==> src/rtl/control_unit.sv <==
// control_unit -- hardwired multi-cycle control FSM for the 5-bit-opcode CPU.
//
// Sequences fetch (T0-T2), decode and execute (T3-T7) and the halt/stop run
// control, driving every control input of the datapath. Outputs are decoded
// from the current phase and IR[31:27]; IR is stable from T3 on, so there is
// no separate opcode latch.
//
// Ports:
//   clock, clear          clock; asynchronous active-high reset to RESET
//   IR[31:0]              instruction register (opcode = IR[31:27])
//   CON                   branch condition, consulted in br T6
//   Stop                  halt request, sampled at the T2->T3 boundary
//   Run                   1 while in T0..T7
//   *out                  bus source selects (Yout is tied low)
//   Gra/Grb/Grc/Rin/Rout/BAout  register-field select and encode controls
//   *in, IncPC, Read, Write     register load enables and memory strobes
//   opcode[OP_W-1:0]      ALU operation
//   Illegal               only with CU_ILLEGAL_HALT_EN: sticky flag set when
//                         a reserved opcode (11100-11111) halts the machine
//
// Build option: define CU_ILLEGAL_HALT_EN to trap reserved opcodes into
// HALT; otherwise they execute as nop.
module control_unit #(
  parameter int              OP_W   = 5,
  parameter logic [OP_W-1:0] ADD_OP = 5'b00011
) (
  input  logic            clock,
  input  logic            clear,
  input  logic [31:0]     IR,
  input  logic            CON,
  input  logic            Stop,
  output logic            Run,
  output logic            PCout,
  output logic            Zhighout,
  output logic            Zlowout,
  output logic            MDRout,
  output logic            HIout,
  output logic            LOout,
  output logic            InPortout,
  output logic            Cout,
  output logic            Yout,
  output logic            Gra,
  output logic            Grb,
  output logic            Grc,
  output logic            Rin,
  output logic            Rout,
  output logic            BAout,
  output logic            MARin,
  output logic            PCin,
  output logic            MDRin,
  output logic            IRin,
  output logic            Yin,
  output logic            CONin,
  output logic            HIin,
  output logic            LOin,
  output logic            ZHighIn,
  output logic            ZLowIn,
  output logic            OutPortin,
  output logic            IncPC,
  output logic            Read,
  output logic            Write,
`ifdef CU_ILLEGAL_HALT_EN
  output logic            Illegal,
`endif
  output logic [OP_W-1:0] opcode
);

  localparam logic [OP_W-1:0] OP_LD   = 5'b00000;
  localparam logic [OP_W-1:0] OP_LDI  = 5'b00001;
  localparam logic [OP_W-1:0] OP_ST   = 5'b00010;
  localparam logic [OP_W-1:0] OP_ADD  = 5'b00011;
  localparam logic [OP_W-1:0] OP_SHL  = 5'b01011;
  localparam logic [OP_W-1:0] OP_ADDI = 5'b01100;
  localparam logic [OP_W-1:0] OP_ORI  = 5'b01110;
  localparam logic [OP_W-1:0] OP_DIV  = 5'b01111;
  localparam logic [OP_W-1:0] OP_MUL  = 5'b10000;
  localparam logic [OP_W-1:0] OP_NEG  = 5'b10001;
  localparam logic [OP_W-1:0] OP_NOT  = 5'b10010;
  localparam logic [OP_W-1:0] OP_BR   = 5'b10011;
  localparam logic [OP_W-1:0] OP_JAL  = 5'b10100;
  localparam logic [OP_W-1:0] OP_JR   = 5'b10101;
  localparam logic [OP_W-1:0] OP_IN   = 5'b10110;
  localparam logic [OP_W-1:0] OP_OUT  = 5'b10111;
  localparam logic [OP_W-1:0] OP_MFLO = 5'b11000;
  localparam logic [OP_W-1:0] OP_MFHI = 5'b11001;
  localparam logic [OP_W-1:0] OP_HALT = 5'b11011;
  localparam logic [OP_W-1:0] OP_RSV  = 5'b11100;

  typedef enum logic [3:0] {
    S_RESET, S_T0, S_T1, S_T2, S_T3, S_T4, S_T5, S_T6, S_T7, S_HALT
  } state_t;

  state_t r_state, w_next, w_last;

  logic [OP_W-1:0] w_op;
  logic w_alu, w_imm, w_md, w_un, w_ld, w_ldi, w_st, w_br, w_jr, w_jal;
  logic w_in, w_out, w_mflo, w_mfhi, w_halt, w_trap;
  logic w_unused_ir;

  assign w_op   = IR[31 -: OP_W];
  assign w_alu  = w_op inside {[OP_ADD:OP_SHL]};
  assign w_imm  = w_op inside {[OP_ADDI:OP_ORI]};
  assign w_md   = (w_op == OP_DIV) || (w_op == OP_MUL);
  assign w_un   = (w_op == OP_NEG) || (w_op == OP_NOT);
  assign w_ld   = (w_op == OP_LD);
  assign w_ldi  = (w_op == OP_LDI);
  assign w_st   = (w_op == OP_ST);
  assign w_br   = (w_op == OP_BR);
  assign w_jr   = (w_op == OP_JR);
  assign w_jal  = (w_op == OP_JAL);
  assign w_in   = (w_op == OP_IN);
  assign w_out  = (w_op == OP_OUT);
  assign w_mflo = (w_op == OP_MFLO);
  assign w_mfhi = (w_op == OP_MFHI);
  assign w_halt = (w_op == OP_HALT);

  // Operand fields are decoded by the datapath, not here.
  assign w_unused_ir = ^IR[31-OP_W:0];

`ifdef CU_ILLEGAL_HALT_EN
  logic w_rsv;
  logic r_illegal;
  assign w_rsv   = (w_op >= OP_RSV);
  assign w_trap  = w_halt || w_rsv;
  assign Illegal = r_illegal;

  always_ff @(posedge clock or posedge clear) begin
    if (clear)                        r_illegal <= 1'b0;
    else if (r_state == S_T3 && w_rsv) r_illegal <= 1'b1;
  end
`else
  assign w_trap = w_halt;
`endif

  // Final execute phase of each instruction; reserved opcodes fall through
  // to T3 and so behave as nop unless trapped above.
  always_comb begin
    w_last = S_T3;
    if (w_ld || w_st)                w_last = S_T7;
    else if (w_md || w_br)           w_last = S_T6;
    else if (w_alu || w_imm || w_ldi) w_last = S_T5;
    else if (w_un || w_jal)          w_last = S_T4;
  end

  always_ff @(posedge clock or posedge clear) begin
    if (clear) r_state <= S_RESET;
    else       r_state <= w_next;
  end

  always_comb begin
    w_next = r_state;
    case (r_state)
      S_RESET: w_next = S_T0;
      S_T0:    w_next = S_T1;
      S_T1:    w_next = S_T2;
      S_T2:    w_next = Stop ? S_HALT : S_T3;
      S_HALT:  w_next = S_HALT;
      default: begin
        if (r_state == S_T3 && w_trap) w_next = S_HALT;
        else if (r_state == w_last)    w_next = S_T0;
        else begin
          case (r_state)
            S_T3:    w_next = S_T4;
            S_T4:    w_next = S_T5;
            S_T5:    w_next = S_T6;
            S_T6:    w_next = S_T7;
            default: w_next = S_T0;
          endcase
        end
      end
    endcase
  end

  assign Yout = 1'b0;

  always_comb begin
    Run = 1'b0;
    PCout = 1'b0; Zhighout = 1'b0; Zlowout = 1'b0; MDRout = 1'b0;
    HIout = 1'b0; LOout = 1'b0; InPortout = 1'b0; Cout = 1'b0;
    Gra = 1'b0; Grb = 1'b0; Grc = 1'b0; Rin = 1'b0; Rout = 1'b0; BAout = 1'b0;
    MARin = 1'b0; PCin = 1'b0; MDRin = 1'b0; IRin = 1'b0; Yin = 1'b0;
    CONin = 1'b0; HIin = 1'b0; LOin = 1'b0; ZHighIn = 1'b0; ZLowIn = 1'b0;
    OutPortin = 1'b0; IncPC = 1'b0; Read = 1'b0; Write = 1'b0;
    opcode = '0;
    case (r_state)
      S_T0: begin Run = 1'b1; PCout = 1'b1; MARin = 1'b1; IncPC = 1'b1; PCin = 1'b1; end
      S_T1: begin Run = 1'b1; Read = 1'b1; MDRin = 1'b1; end
      S_T2: begin Run = 1'b1; MDRout = 1'b1; IRin = 1'b1; end
      S_T3: begin
        Run = 1'b1;
        if (w_alu || w_imm)                 begin Grb = 1'b1; Rout = 1'b1; Yin = 1'b1; end
        else if (w_md)                      begin Gra = 1'b1; Rout = 1'b1; Yin = 1'b1; end
        else if (w_un)                      begin Grb = 1'b1; Rout = 1'b1; ZLowIn = 1'b1; opcode = w_op; end
        else if (w_ld || w_ldi || w_st)     begin Grb = 1'b1; BAout = 1'b1; Yin = 1'b1; end
        else if (w_br)                      begin Gra = 1'b1; Rout = 1'b1; CONin = 1'b1; end
        else if (w_jr)                      begin Gra = 1'b1; Rout = 1'b1; PCin = 1'b1; end
        else if (w_jal)                     begin PCout = 1'b1; Grb = 1'b1; Rin = 1'b1; end
        else if (w_in)                      begin InPortout = 1'b1; Gra = 1'b1; Rin = 1'b1; end
        else if (w_out)                     begin Gra = 1'b1; Rout = 1'b1; OutPortin = 1'b1; end
        else if (w_mflo)                    begin LOout = 1'b1; Gra = 1'b1; Rin = 1'b1; end
        else if (w_mfhi)                    begin HIout = 1'b1; Gra = 1'b1; Rin = 1'b1; end
      end
      S_T4: begin
        Run = 1'b1;
        if (w_alu)                          begin Grc = 1'b1; Rout = 1'b1; ZLowIn = 1'b1; opcode = w_op; end
        else if (w_imm)                     begin Cout = 1'b1; ZLowIn = 1'b1; opcode = w_op; end
        else if (w_md)                      begin Grb = 1'b1; Rout = 1'b1; ZHighIn = 1'b1; ZLowIn = 1'b1; opcode = w_op; end
        else if (w_un)                      begin Zlowout = 1'b1; Gra = 1'b1; Rin = 1'b1; end
        else if (w_ld || w_ldi || w_st)     begin Cout = 1'b1; ZLowIn = 1'b1; opcode = ADD_OP; end
        else if (w_br)                      begin PCout = 1'b1; Yin = 1'b1; end
        else if (w_jal)                     begin Gra = 1'b1; Rout = 1'b1; PCin = 1'b1; end
      end
      S_T5: begin
        Run = 1'b1;
        if (w_alu || w_imm || w_ldi)        begin Zlowout = 1'b1; Gra = 1'b1; Rin = 1'b1; end
        else if (w_md)                      begin Zlowout = 1'b1; LOin = 1'b1; end
        else if (w_ld || w_st)              begin Zlowout = 1'b1; MARin = 1'b1; end
        else if (w_br)                      begin Cout = 1'b1; ZLowIn = 1'b1; opcode = ADD_OP; end
      end
      S_T6: begin
        Run = 1'b1;
        if (w_md)                           begin Zhighout = 1'b1; HIin = 1'b1; end
        else if (w_ld)                      begin Read = 1'b1; MDRin = 1'b1; end
        else if (w_st)                      begin Gra = 1'b1; Rout = 1'b1; MDRin = 1'b1; end
        // Branch target is always on the bus; only a taken branch loads PC.
        else if (w_br)                      begin Zlowout = 1'b1; PCin = CON; end
      end
      S_T7: begin
        Run = 1'b1;
        if (w_ld)                           begin MDRout = 1'b1; Gra = 1'b1; Rin = 1'b1; end
        else if (w_st)                      Write = 1'b1;
      end
      default: ;
    endcase
  end

endmodule

==> config.mk <==
export PLATFORM = sky130hd
export DESIGN_NAME = control_unit
export DESIGN_NICKNAME = d
export VERILOG_FILES = /design/src/rtl/control_unit.sv
export SDC_FILE = /design/constraint.sdc
export NUM_CORES = 1
export LEC_CHECK = 0
export ABC_AREA = 0
export ABC_CLOCK_PERIOD_IN_PS = 2650
export CAP_MARGIN = 20
export CORE_UTILIZATION = 38
export DETAILED_ROUTE_END_ITERATION = 10
export PLACE_DENSITY_LB_ADDON = 0.05
export SYNTH_ARGS = -nofsm -noshare
export SYNTH_HDL_FRONTEND = slang
export SYNTH_SLANG_ARGS = --single-unit
==> constraint.sdc <==
create_clock -name clock -period 2.65 [get_ports clock]
set_input_delay 0.53 -clock clock [delete_from_list [all_inputs] [get_ports clock]]
set_output_delay 0.53 -clock clock [all_outputs]
set_load 0.01 [all_outputs]
==> results.cfg <==
[worst_setup_path]
reg2regPathDepth = 7
r2r-end = r_state[3]
cp-end-kind = output port
cp-start-kind = input port
crit_path_max_fanout = 4
slowest_stage = clkdlybuf4s50_1
rr_startpoint = r_state[2]
critPathMaxStageDelay_ps = 570
path_cells = dlygate4sd2_1 > or3b_4 > buf_4 > nor3_1 > clkdlybuf4s50_1
required_ps = 2120
path_class = in -> out
arrival_ps = 2070
r2r_slack_ps = 820

[outcome]
violations = design-rule violations
status = finished with violations

[clock_tree]
h-tree-depth = 1
cts_tree = built
cts_buffers = 3
clockBufferDepth = 2
root_buffer = clkbuf_4
clk_latency_ps = 230
hold_buffers = 0
clkTransAtPathRegs_ps = 40
cts.sinks = 4

[die]
coreArea_um2 = 2877
die-area_um2 = 3369
start_util_pct = 41.50
die_w_um = 58.05
pin_count = 71
row_count = 19
die_y_um = 58.05

[timing]
whs_ps = 474.7
finalHoldViolCount = 0
finalMaxSlewViolations = 0
post-route-min-period_ps = 2597
setup_tns_ps = 0
grt_setup_unrepaired = true
fmax_ghz = 0.3850
clock_skew_ps = 2.980
finalCritPeriodShare_pct = 98.01
layout_setup_ws_ps = 52.84
setup_viol = 0

[place]
dp_slack_ps = -615.4
place.gp.congestion = 0.8861
dp.cells = 311
dp_hpwl_um = 3720
io_buffers = 42

[yosys]
yosysMostFrequentCell = nor2_1
synth_top_area_share_pct = 8.386
syn_area_um2 = 1194
yosys.area_share.simple_pct = 50.73
ys_seq_area_share_pct = 8.386
synth_common_cells = nor2_1, nand2_1, a21oi_1, clkbuf_1, nand2b_1
ys_ff_latch = 4
synthMuxAreaShare_pct = 0.8386
synth_edf_count = 0
synth_fp_nets = 230
synth_xor_area_share_pct = 1.468
synth_adder_area_share_pct = 0.8386
synth_flop_cell = dfrtp_1
synth.area.top_cells = dfrtp_1, nor2_1, nand2b_1, nand2_1, a21oi_1
synth.avg_cell_area_um2 = 6.153
synth-compound-area-share_pct = 27.46
yosys_warnings = 0
synth_cells = 194
yosysUniqueCellTypes = 52
synth_top_family_by_area = simple AND/OR/NAND/NOR gates
synthArstFlopShare_pct = 100.0
synth_largest_area_cell = dfrtp_1

[power]
irDropWorstVdd_uv = 422.7
pwr_density_cell_nw_per_um2 = 523.5
p_leak_nw = 1.062

[global_route]
use_met3_pct = 1.563
antenna_found_initial = 0
grt_pass1_vias = 1699
grt_max_degree = 19
grt_use_total_pct = 31.75
grt_busiest_layer = met2
grtUsageMet2_pct = 51.56
grt_pass1_wl_um = 8176
grtUsageMet1_pct = 42.70
grt_overflow_total = 0

[cells_and_area]
nets = 322
utilization_pct = 77.99
regMostFlops = r_state
largest_reg_flops = 4
syn_to_final_growth_pct = 87.95
top_regs = r_state: 4 flops
drive_gt1_share_pct = 39.08
n_antenna_cell = 0
final_cells = 326

[drt]
drt-pass1-iter-count = 7
wirelength_um = 5173
viasPerCell = 5.650
remaining_drc_errors = 4
via_count = 1842
drt_iter0_drc = 117
ant_nets = 0
wire_per_inst_um = 15.87

[hold_path]
hold_class = in -> async

[run]
max_cap_violations = 0
cell families (layout without fill, tap and decap cells):
family,after synthesis,in the layout
AO/OA/AOI/OAI,49,49
XOR/XNOR,2,2
adder cells (fa/ha/maj),1,1
buffers and inverters,28,118
flip-flops,4,4
multiplexers,1,1
other,1,1
AND/OR/NAND/NOR,108,108
repair_timing:
action | CTS | global route
cloned | 0 | 0
pin swaps | 12 | 5
setup endpoints to repair | 31 | 15
resized for setup | 96 | 13
setup buffers | 10 | 2
how the worst max path moves through the flow:
stage | start | to | depth (start not counted) | slack [ps]
after global routing | IR[31] | CONin | 5 | -40
after global placement | IR[29] | Gra | 9 | -600
final | IR[31] | CONin | 5 | 50
after CTS | r_state[1] | Cout | 7 | -10
after floorplan | IR[30] | opcode[3] | 6 | 180
after detailed placement | IR[29] | Gra | 9 | -620
report_power, final:
group	leakage [nW]	switching [mW]	internal [mW]
clock network	0.0138	0.0260	0.0507
logic	0.998	0.510	0.458
registers	0.0499	0.0430	0.0864
worst max-delay path: cells and delay by family:
family / cells / cell delay (ps)
buf+inv: 3 / 970
simple gates: 2 / 570
routing by layer:
| layer | vias up | routed length (um) |
|---|---|---|
| li1 | 879 | - |
| met1 | 852 | 2162 |
| met2 | 91 | 2460 |
| met3 | 20 | 378 |
| met4 | 0 | 172 |
| met5 | - | 0 |
metrics by stage:
stage          total power [mW]  instance area [um^2]
2_1_floorplan            0.5919                  1194
3_3_place_gp              1.023                  2012
3_5_place_dp              1.043                  2012
4_1_cts                   1.124                  2196
5_1_grt                   1.244                  2243
6_report                  1.174                  2243
layout by cell type (no fill, tap or decap), types with 3 or more instances in the layout:
cell	instances
a21oi_1	11
and2_1	5
and3_1	4
buf_2	8
buf_4	59
buf_6	6
clkbuf_4	3
clkdlybuf4s15_2	4
clkdlybuf4s50_1	9
dfrtp_1	4
dlygate4sd2_1	20
inv_1	5
nand2_1	17
nand2b_1	10
nand3_1	7
nand3b_1	6
nand4_1	5
nor2_1	15
nor2_4	4
nor2b_1	7
nor3_1	4
nor3_2	3
nor3_4	5
o211ai_1	3
o21ai_0	5
o21ai_1	7
cell type report:
type	instances	area (um^2)
Clock buffer	3	22.52
Fill cell	230	633.1
Inverter	5	18.77
Multi-Input combinational cell	162	1121
Sequential cell	4	100.1
Tap cell	42	52.55
Timing Repair Buffer	110	928.4
(Power assumes the default switching activity.)
